$ cat config.mk
export PLATFORM = sky130hd
export DESIGN_NAME = object_update_arbiter
export DESIGN_NICKNAME = d
export VERILOG_FILES = /design/src/rtl/object_update_arbiter.sv
export SDC_FILE = /design/constraint.sdc
export NUM_CORES = 1
export LEC_CHECK = 0
export BUFFER_PORTS_ARGS = -buffer_cell sky130_fd_sc_hd__buf_2
export CORE_MARGIN = 8
export CORE_UTILIZATION = 45
export DETAILED_ROUTE_END_ITERATION = 7
export PLACE_DENSITY = 0.74
export REMOVE_ABC_BUFFERS = 1
export SETUP_SLACK_MARGIN = 0.5
export SYNTH_ARGS = -nofsm -noshare
export SYNTH_HDL_FRONTEND = slang
export SYNTH_SLANG_ARGS = --single-unit
$ cat constraint.sdc
create_clock -name Clk -period 10.55 [get_ports Clk]
set_input_delay 3.165 -clock Clk [delete_from_list [all_inputs] [get_ports Clk]]
set_output_delay 3.165 -clock Clk [all_outputs]
set_load 0.005 [all_outputs]
$ cat src/rtl/object_update_arbiter.sv
// object_update_arbiter: round-robin writes into a shadow object file,
// copied to the active file on frame start so the display never tears.
module object_update_arbiter #(
    parameter int NUM_REQ  = 4,
    parameter int NUM_OBJ  = 8,
    parameter int OBJ_W    = 3,
    parameter int X_MAX    = 639,
    parameter int Y_MAX    = 479,
    parameter int SIZE_MAX = 31
) (
    input  logic                     Clk,
    input  logic                     Reset_n,
    input  logic                     frame_start,
    input  logic                     freeze,
    input  logic [NUM_REQ-1:0]       req,
    input  logic [NUM_REQ*OBJ_W-1:0] wr_obj,
    input  logic [NUM_REQ*10-1:0]    wr_x,
    input  logic [NUM_REQ*10-1:0]    wr_y,
    input  logic [NUM_REQ*10-1:0]    wr_size,
    input  logic [NUM_REQ-1:0]       wr_vis,
    output logic [NUM_REQ-1:0]       ack,
    output logic [NUM_OBJ*10-1:0]    obj_x,
    output logic [NUM_OBJ*10-1:0]    obj_y,
    output logic [NUM_OBJ*10-1:0]    obj_size,
    output logic [NUM_OBJ-1:0]       obj_vis,
    output logic                     dirty,
    output logic                     committed
);
    localparam int PW = $clog2(NUM_REQ);
    localparam logic [9:0] XM = 10'(X_MAX);
    localparam logic [9:0] YM = 10'(Y_MAX);
    localparam logic [9:0] SM = 10'(SIZE_MAX);

    logic [PW-1:0]         ptr, gnt;
    logic                  hit, commit;
    logic [NUM_REQ-1:0]    elig;
    logic [OBJ_W-1:0]      g_obj;
    logic [9:0]            g_x, g_y, g_size;
    logic [NUM_OBJ*10-1:0] sh_x, sh_y, sh_size;
    logic [NUM_OBJ-1:0]    sh_vis;

    function automatic logic [PW-1:0] wrap(input int v);
        return PW'(v >= NUM_REQ ? v - NUM_REQ : v);
    endfunction

    // a requester whose ack is showing is masked so it cannot be granted twice
    assign elig   = req & ~ack;
    assign commit = frame_start & dirty & ~freeze;
    assign g_obj  = wr_obj[int'(gnt)*OBJ_W +: OBJ_W];
    assign g_x    = wr_x[int'(gnt)*10 +: 10];
    assign g_y    = wr_y[int'(gnt)*10 +: 10];
    assign g_size = wr_size[int'(gnt)*10 +: 10];

    always_comb begin
        gnt = ptr;
        hit = 1'b0;
        for (int k = 0; k < NUM_REQ; k++)
            if (!hit && !frame_start && elig[wrap(int'(ptr) + k)]) begin
                gnt = wrap(int'(ptr) + k);
                hit = 1'b1;
            end
    end

    always_ff @(posedge Clk or negedge Reset_n)
        if (!Reset_n) begin
            ptr       <= '0;
            ack       <= '0;
            dirty     <= 1'b0;
            committed <= 1'b0;
            sh_x      <= '0;
            sh_y      <= '0;
            sh_size   <= '0;
            sh_vis    <= '0;
            obj_x     <= '0;
            obj_y     <= '0;
            obj_size  <= '0;
            obj_vis   <= '0;
        end else begin
            ack       <= hit ? NUM_REQ'(1) << gnt : '0;
            committed <= commit;
            dirty     <= hit | (dirty & ~commit);
            if (hit) begin
                ptr                          <= wrap(int'(gnt) + 1);
                sh_x[int'(g_obj)*10 +: 10]    <= g_x > XM ? XM : g_x;
                sh_y[int'(g_obj)*10 +: 10]    <= g_y > YM ? YM : g_y;
                sh_size[int'(g_obj)*10 +: 10] <= g_size > SM ? SM : g_size;
                sh_vis[g_obj]                 <= wr_vis[gnt];
            end
            if (commit) begin
                obj_x    <= sh_x;
                obj_y    <= sh_y;
                obj_size <= sh_size;
                obj_vis  <= sh_vis;
            end
        end
endmodule

== After elaboration in Yosys (flattened, before gate mapping) ==
Cells that the tools add are included.

* Output and inout bits: 254
* Bits of input ports: 144
* Register bits: 504

* Bitwise logic cells: 8
* Muxes and demuxes: 33
* Reductions and logical operators: 12
* Shifts and indexed selects: 9
* $mul: 3
* Magnitude comparators: 15
* Add/sub/neg operators: 10

{| class="wikitable"
|+ Operator list
! kind !! number
|-
| bitwise mux 80 bit || 3
|-
| variable part select 10 x 33 -> 80 bit || 3
|-
| variable shift 10 x 33 -> 80 bit, first input constant || 1
|-
| variable part select 40 x 32 -> 10 bit || 2
|-
| variable part select 40 x 7 -> 10 bit || 1
|-
| negator 7 -> 33 bit || 1
|-
| 2-to-1 mux 10 bit || 3
|-
| 2-to-1 mux 2 bit || 9
|-
| less-than comparator 2 x 3 -> 1 bit, second input constant || 5
|-
| >= comparator 3 bit, second input constant || 4
|-
| variable part select 12 x 5 -> 3 bit || 1
|-
| binary-select mux 1 bit (select 2 bit) || 5
|-
| greater-than comparator 10 bit, second input constant || 1
|-
| greater-than comparator 10 x 5 -> 1 bit, second input constant || 1
|-
| greater-than comparator 10 x 9 -> 1 bit, second input constant || 1
|-
| 2-to-1 mux 1 bit || 10
|-
| subtractor 2 x 1 -> 2 bit, second input constant || 5
|-
| bitwise mux 8 bit || 1
|-
| logical AND 1 bit || 8
|-
| adder 2 x 1 -> 3 bit, second input constant || 2
|-
| adder 2 x 2 -> 3 bit, second input constant || 2
|-
| multiplier 3 x 3 -> 6 bit, second input constant || 1
|-
| multiplier 2 x 3 -> 5 bit, second input constant || 1
|-
| AND 4 bit || 1
|-
| 12 further kinds || 18
|}

== Depth between registers and ports, before layout ==
* Word-level depth: 25
* Mapped depth: 28

== Least setup slack after synthesis ==
No wires, ideal clock.

* Path type: input port to flip-flop
* From: in req[2]
* To: reg sh_y[34]
* Buffers on the path: 5
* Arrival: 8.214 ns
* Required time: 10.463 ns
* Library setup time: 0.087 ns
* Stages on the path: 23
* Setup slack: 2.249 ns
* Path through: nor2b_1 > o21ai_1 > a211o_4 > a21oi_2 > buf_4 > buf_2 > buf_1 > mux2i_1 > nand2_1 > nand2_1 > inv_1 > ha_1 > clkbuf_1 > nor4_1 > ha_1 > clkbuf_1 > nand2_1 > nor2_1 > nand2_1 > nor2_1 > a22oi_2 > or3_1 > o211ai_1

* Word-level cells in the longest chain between the ends: 23

{| class="wikitable"
|+ Ends and longest elaborated chain
! what !! RTL line !! source
|-
| start: declaration || 15 || <nowiki>input logic [NUM_REQ-1:0] req,</nowiki>
|-
| AND 4 bit (*) || 47 || <nowiki>assign elig = req & ~ack;</nowiki>
|-
| binary-select mux 1 bit (select 2 bit) || 58 || <nowiki>if (!hit && !frame_start && elig[wrap(int'(ptr) + k)]) begin</nowiki>
|-
| 2-to-1 mux 1 bit (implied by the code) || 58 ||
|-
| logical AND 1 bit || 58 ||
|-
| 2-to-1 mux 1 bit || 58 ||
|-
| logical NOT 1 bit || 58 ||
|-
| logical AND 1 bit (2 in series) || 58 ||
|-
| 2-to-1 mux 1 bit || 58 ||
|-
| (+5 left out) || -- ||
|-
| logical AND 1 bit (2 in series) || 58 ||
|-
| 2-to-1 mux 2 bit || 58 ||
|-
| multiplier 2 x 2 -> 4 bit / multiplier 2 x 3 -> 5 bit (equally long branches) || 49, 51 ||
|-
| variable part select 12 x 5 -> 3 bit / variable part select 40 x 32 -> 10 bit (equally long branches) || 49, 51 ||
|-
| multiplier 3 x 3 -> 6 bit / greater-than comparator 10 x 9 -> 1 bit (equally long branches) || 85 || <nowiki>sh_y[int'(g_obj)*10 +: 10] <= g_y > YM ? YM : g_y;</nowiki>
|-
| negator 7 -> 33 bit / 2-to-1 mux 10 bit (equally long branches) || 85 ||
|-
| variable part select 10 x 33 -> 80 bit / variable shift 10 x 33 -> 80 bit (equally long branches) || 85 ||
|-
| bitwise mux 80 bit || 85 ||
|-
| end signal: indexed assignment || 85 ||
|-
| end: declaration || 39 || <nowiki>logic [NUM_OBJ*10-1:0] sh_x, sh_y, sh_size;</nowiki>
|}

Every way passes the cells marked *; elsewhere a longest branch is shown, timed or not. The select of a mux whose other input is x is not followed.
A chain may end at the register's enable or synchronous reset.

== Worst setup path in the final report ==
* From: in req[3]
* To: reg sh_y[59]

The elaborated chain is that of the path after synthesis.

==> results.cfg <==
[worst_setup_path]
crit_type = in -> reg
cp.arrival_ns = 8.97
start_kind = primary input
worst-r2r-setup-slack_ns = 4.21
path_delay_family = simple AND/OR/NAND/NOR gates
crit-reg2reg-launch = ptr[0]$_DFFE_PN0P_
ff2ff_path_depth = 17
path_buf_inv = 2
cp-end-kind = flip-flop
critPathMaxStageDelay_ns = 0.65
regToRegEndpoint = sh_y[59]$_DFFE_PN0P_
required_ns = 11.01
slowest_stage = nor3_2
crit_chain = buf_2 -> nor2b_1 -> nand2_2 -> a211o_4 -> a21oi_4 -> buf_4 -> mux2_2 -> a22o_1 -> ha_1 -> ha_1 -> nor2_1 -> and3_1 -> or2_2 -> a31oi_2 -> mux2i_1 -> nor3_2 -> mux2_2
cp_max_fo = 19
crit_start = req[3]

[clock_tree]
root_buffer = clkbuf_16
ctsResizeCount = 0
cts_tree = built
holdBufCountCts = 0
clk_latency_ns = 0.60
clk_pin_slew_ns = 0.06
cts_buffers = 52
post_cts_buffers = 0
htreeDepth = 2
clk_path_buf_depth = 3
cts.sinks = 504

[grt]
grt_max_degree = 171
grt_pass1_vias = 20500
antenna_found_initial = 1
track_usage_pct = 26.5
grt_pass1_wl_um = 126000
overflow = 0

[outcome]
outcome = completed

[yosys]
synthTopCellsByArea = dfrtp_1 (53%), nand2_1 (14%), mux2_2 (8.0%), mux2i_1 (3.1%), nor2_1 (2.2%)
yosysWarnings = 0
ys_seq_area_share_pct = 53.2
ys_seq_elements = 504
synth_simple_gate_area_share_pct = 20.5
yosys.area.top_type_share_pct = 53.2
netlist_instances = 2442
synth-main-ff-cell = dfrtp_1
synth-edff-count = 0
synth_xor_area_share_pct = 0.185
synth.avg_cell_area_um2 = 9.71
synthAdderAreaFrac_pct = 0.686
ys_types = 100
synth_top_family_by_area = simple AND/OR/NAND/NOR gates
synth.cell_area_um2 = 23700
synth_mux_area_share_pct = 12.0
ys_async_sr_fraction_pct = 100
synth_compound_area_share_pct = 10.8
yosysMostFrequentCell = nand2_1
yosys-top-cells-count = nand2_1 (861), dfrtp_1 (504), mux2_2 (168)
netlist.top_cell.by_area = dfrtp_1

[layout]
drive_gt1_share_pct = 26.7
syn2layout_area_growth_pct = 19.1
fin_nets = 2964
fin_cells = 3539
fill_cells = 4647
num_antenna_cells = 0

[placed_design]
place_congestion = 1.02
port-buffer-count = 397
dp.cells = 3441
hpwl_um = 61000

[hold_path]
hp-class = reg -> reg
hold_start = sh_x[62]$_DFFE_PN0P_
min_to = obj_x[62]$_DFFE_PN0P_
timing.hold.worst_path_depth = 2

[sta]
hold_slack_ns = 0.461
hold_viol = 0
finalClockSkew_ns = 0.0291
fin_crit_ns = 8.50
rsz0062_at_grt = no
worstMarginPinSlew_ns = 1.05
fmax_mhz = 118
slew_headroom_pct = 28.0
finalCritPeriodShare_pct = 80.6
setup-violations-final = 0
slew_violations = 0

[die]
die-height_um = 246
start_util_pct = 45.3
fp.dieW_um = 246
std_cell_rows = 84
core_area_um2 = 52300
dieArea_um2 = 60300
io_pins = 398

[run]
maxCapViolCount = 0

[routing]
vias = 20500
via_per_inst = 5.78
dr.pass1.iters = 6
route.detailed.drc = 0
ant_nets = 0
drt_iter0_markers = 1945
wire_per_inst_um = 23.2
wirelength_um = 82300
state kept, by name, summed over array words and instances, names as in the netlist:
name       cells
ack            4
committed      1
dirty          1
obj_size      80
obj_vis        8
obj_x         80
obj_y         80
ptr            2
sh_size       80
sh_vis         8
sh_x          80
sh_y          80
cell type report:
class	instances	area (um2)	share of cell area, %
inverter	22	87.6	0.310
sequential	504	12600	44.7
clock inverter	19	256	0.908
timing repair buffer	437	2320	8.22
multi-input combinational	1790	10500	37.3
clock buffer	79	1580	5.58
tap	688	861	3.05
kinds of logic (layout without fill, tap and decap cells):
group | Yosys count | count (layout)
AOI/OAI and AO/OA | 342 | 342
buffers and inverters | 148 | 557
and+or+nand+nor | 1171 | 1171
xor gates and xnor gates | 5 | 5
adders and majority gates | 13 | 13
DFF | 504 | 504
muxes | 259 | 259
placed cells by master, fill, tap and decap left out, types with 13 or more instances in the layout:
cell       netlist  final
nand2_1        861    861
dfrtp_1        504    504
buf_2           25    396
mux2_2         168    168
nor2_1         136    135
mux2i_1         73     73
o21ai_0         66     66
clkbuf_16        0     54
a21oi_1         45     45
nor3_1          39     39
o22ai_1         38     38
buf_4            3     38
nand3_1         28     28
a22o_1          24     24
inv_1           19     18
mux2_1          16     16
a211oi_1        14     14
ha_1            13     13
clkbuf_8         0     13
stage by stage:
step	utilization (%)	setup WS, ns	cell area (um2)	setup TNS, ns
after floorplan	-	-0.543	23200	-27.24
after global placement	50.5	1.58	26400	0
after global routing	54.0	1.70	28200	0
after CTS	54.0	2.11	28200	0
final	54.0	2.05	28200	0
after detailed placement	50.5	1.49	26400	0
worst max-delay path by stage:
stage	to	slack, ns	depth (start not counted)
after global placement	sh_y[58]$_DFFE_PN0P_	1.58	17
after CTS	sh_y[59]$_DFFE_PN0P_	2.11	17
after floorplan	sh_x[45]$_DFFE_PN0P_	-0.54	13
final	sh_y[59]$_DFFE_PN0P_	2.05	17
after global routing	sh_y[59]$_DFFE_PN0P_	1.70	18
after detailed placement	sh_y[59]$_DFFE_PN0P_	1.49	17
worst reg2reg max path, stage by stage, from the launching register on:
cell	delay, ns
dfrtp_1	0.72
nor2_1	0.21
nor4b_1	0.19
a21oi_1	0.17
nand4_1	0.72
inv_1	0.33
nand3_1	0.12
nand2_1	0.14
inv_1	0.08
ha_1	0.18
ha_1	0.59
nor2_1	0.13
and3_1	0.36
or2_2	0.45
a31oi_2	0.41
mux2i_1	0.32
nor3_2	0.65
mux2_2	0.42
metal layers:
layer / track usage (%) / share of wire [%] / wire length [um]
met1: 36.2 / 42 / 34700
met2: 41.2 / 46 / 37800
met3: 5.07 / 7.6 / 6250
met4: 11.3 / 4.3 / 3530
met5: 0 / 0 / 0
Power is left out: the tool's default activity adds up to more than one toggle a clock period on the data nets, which glitch-free logic cannot reach.
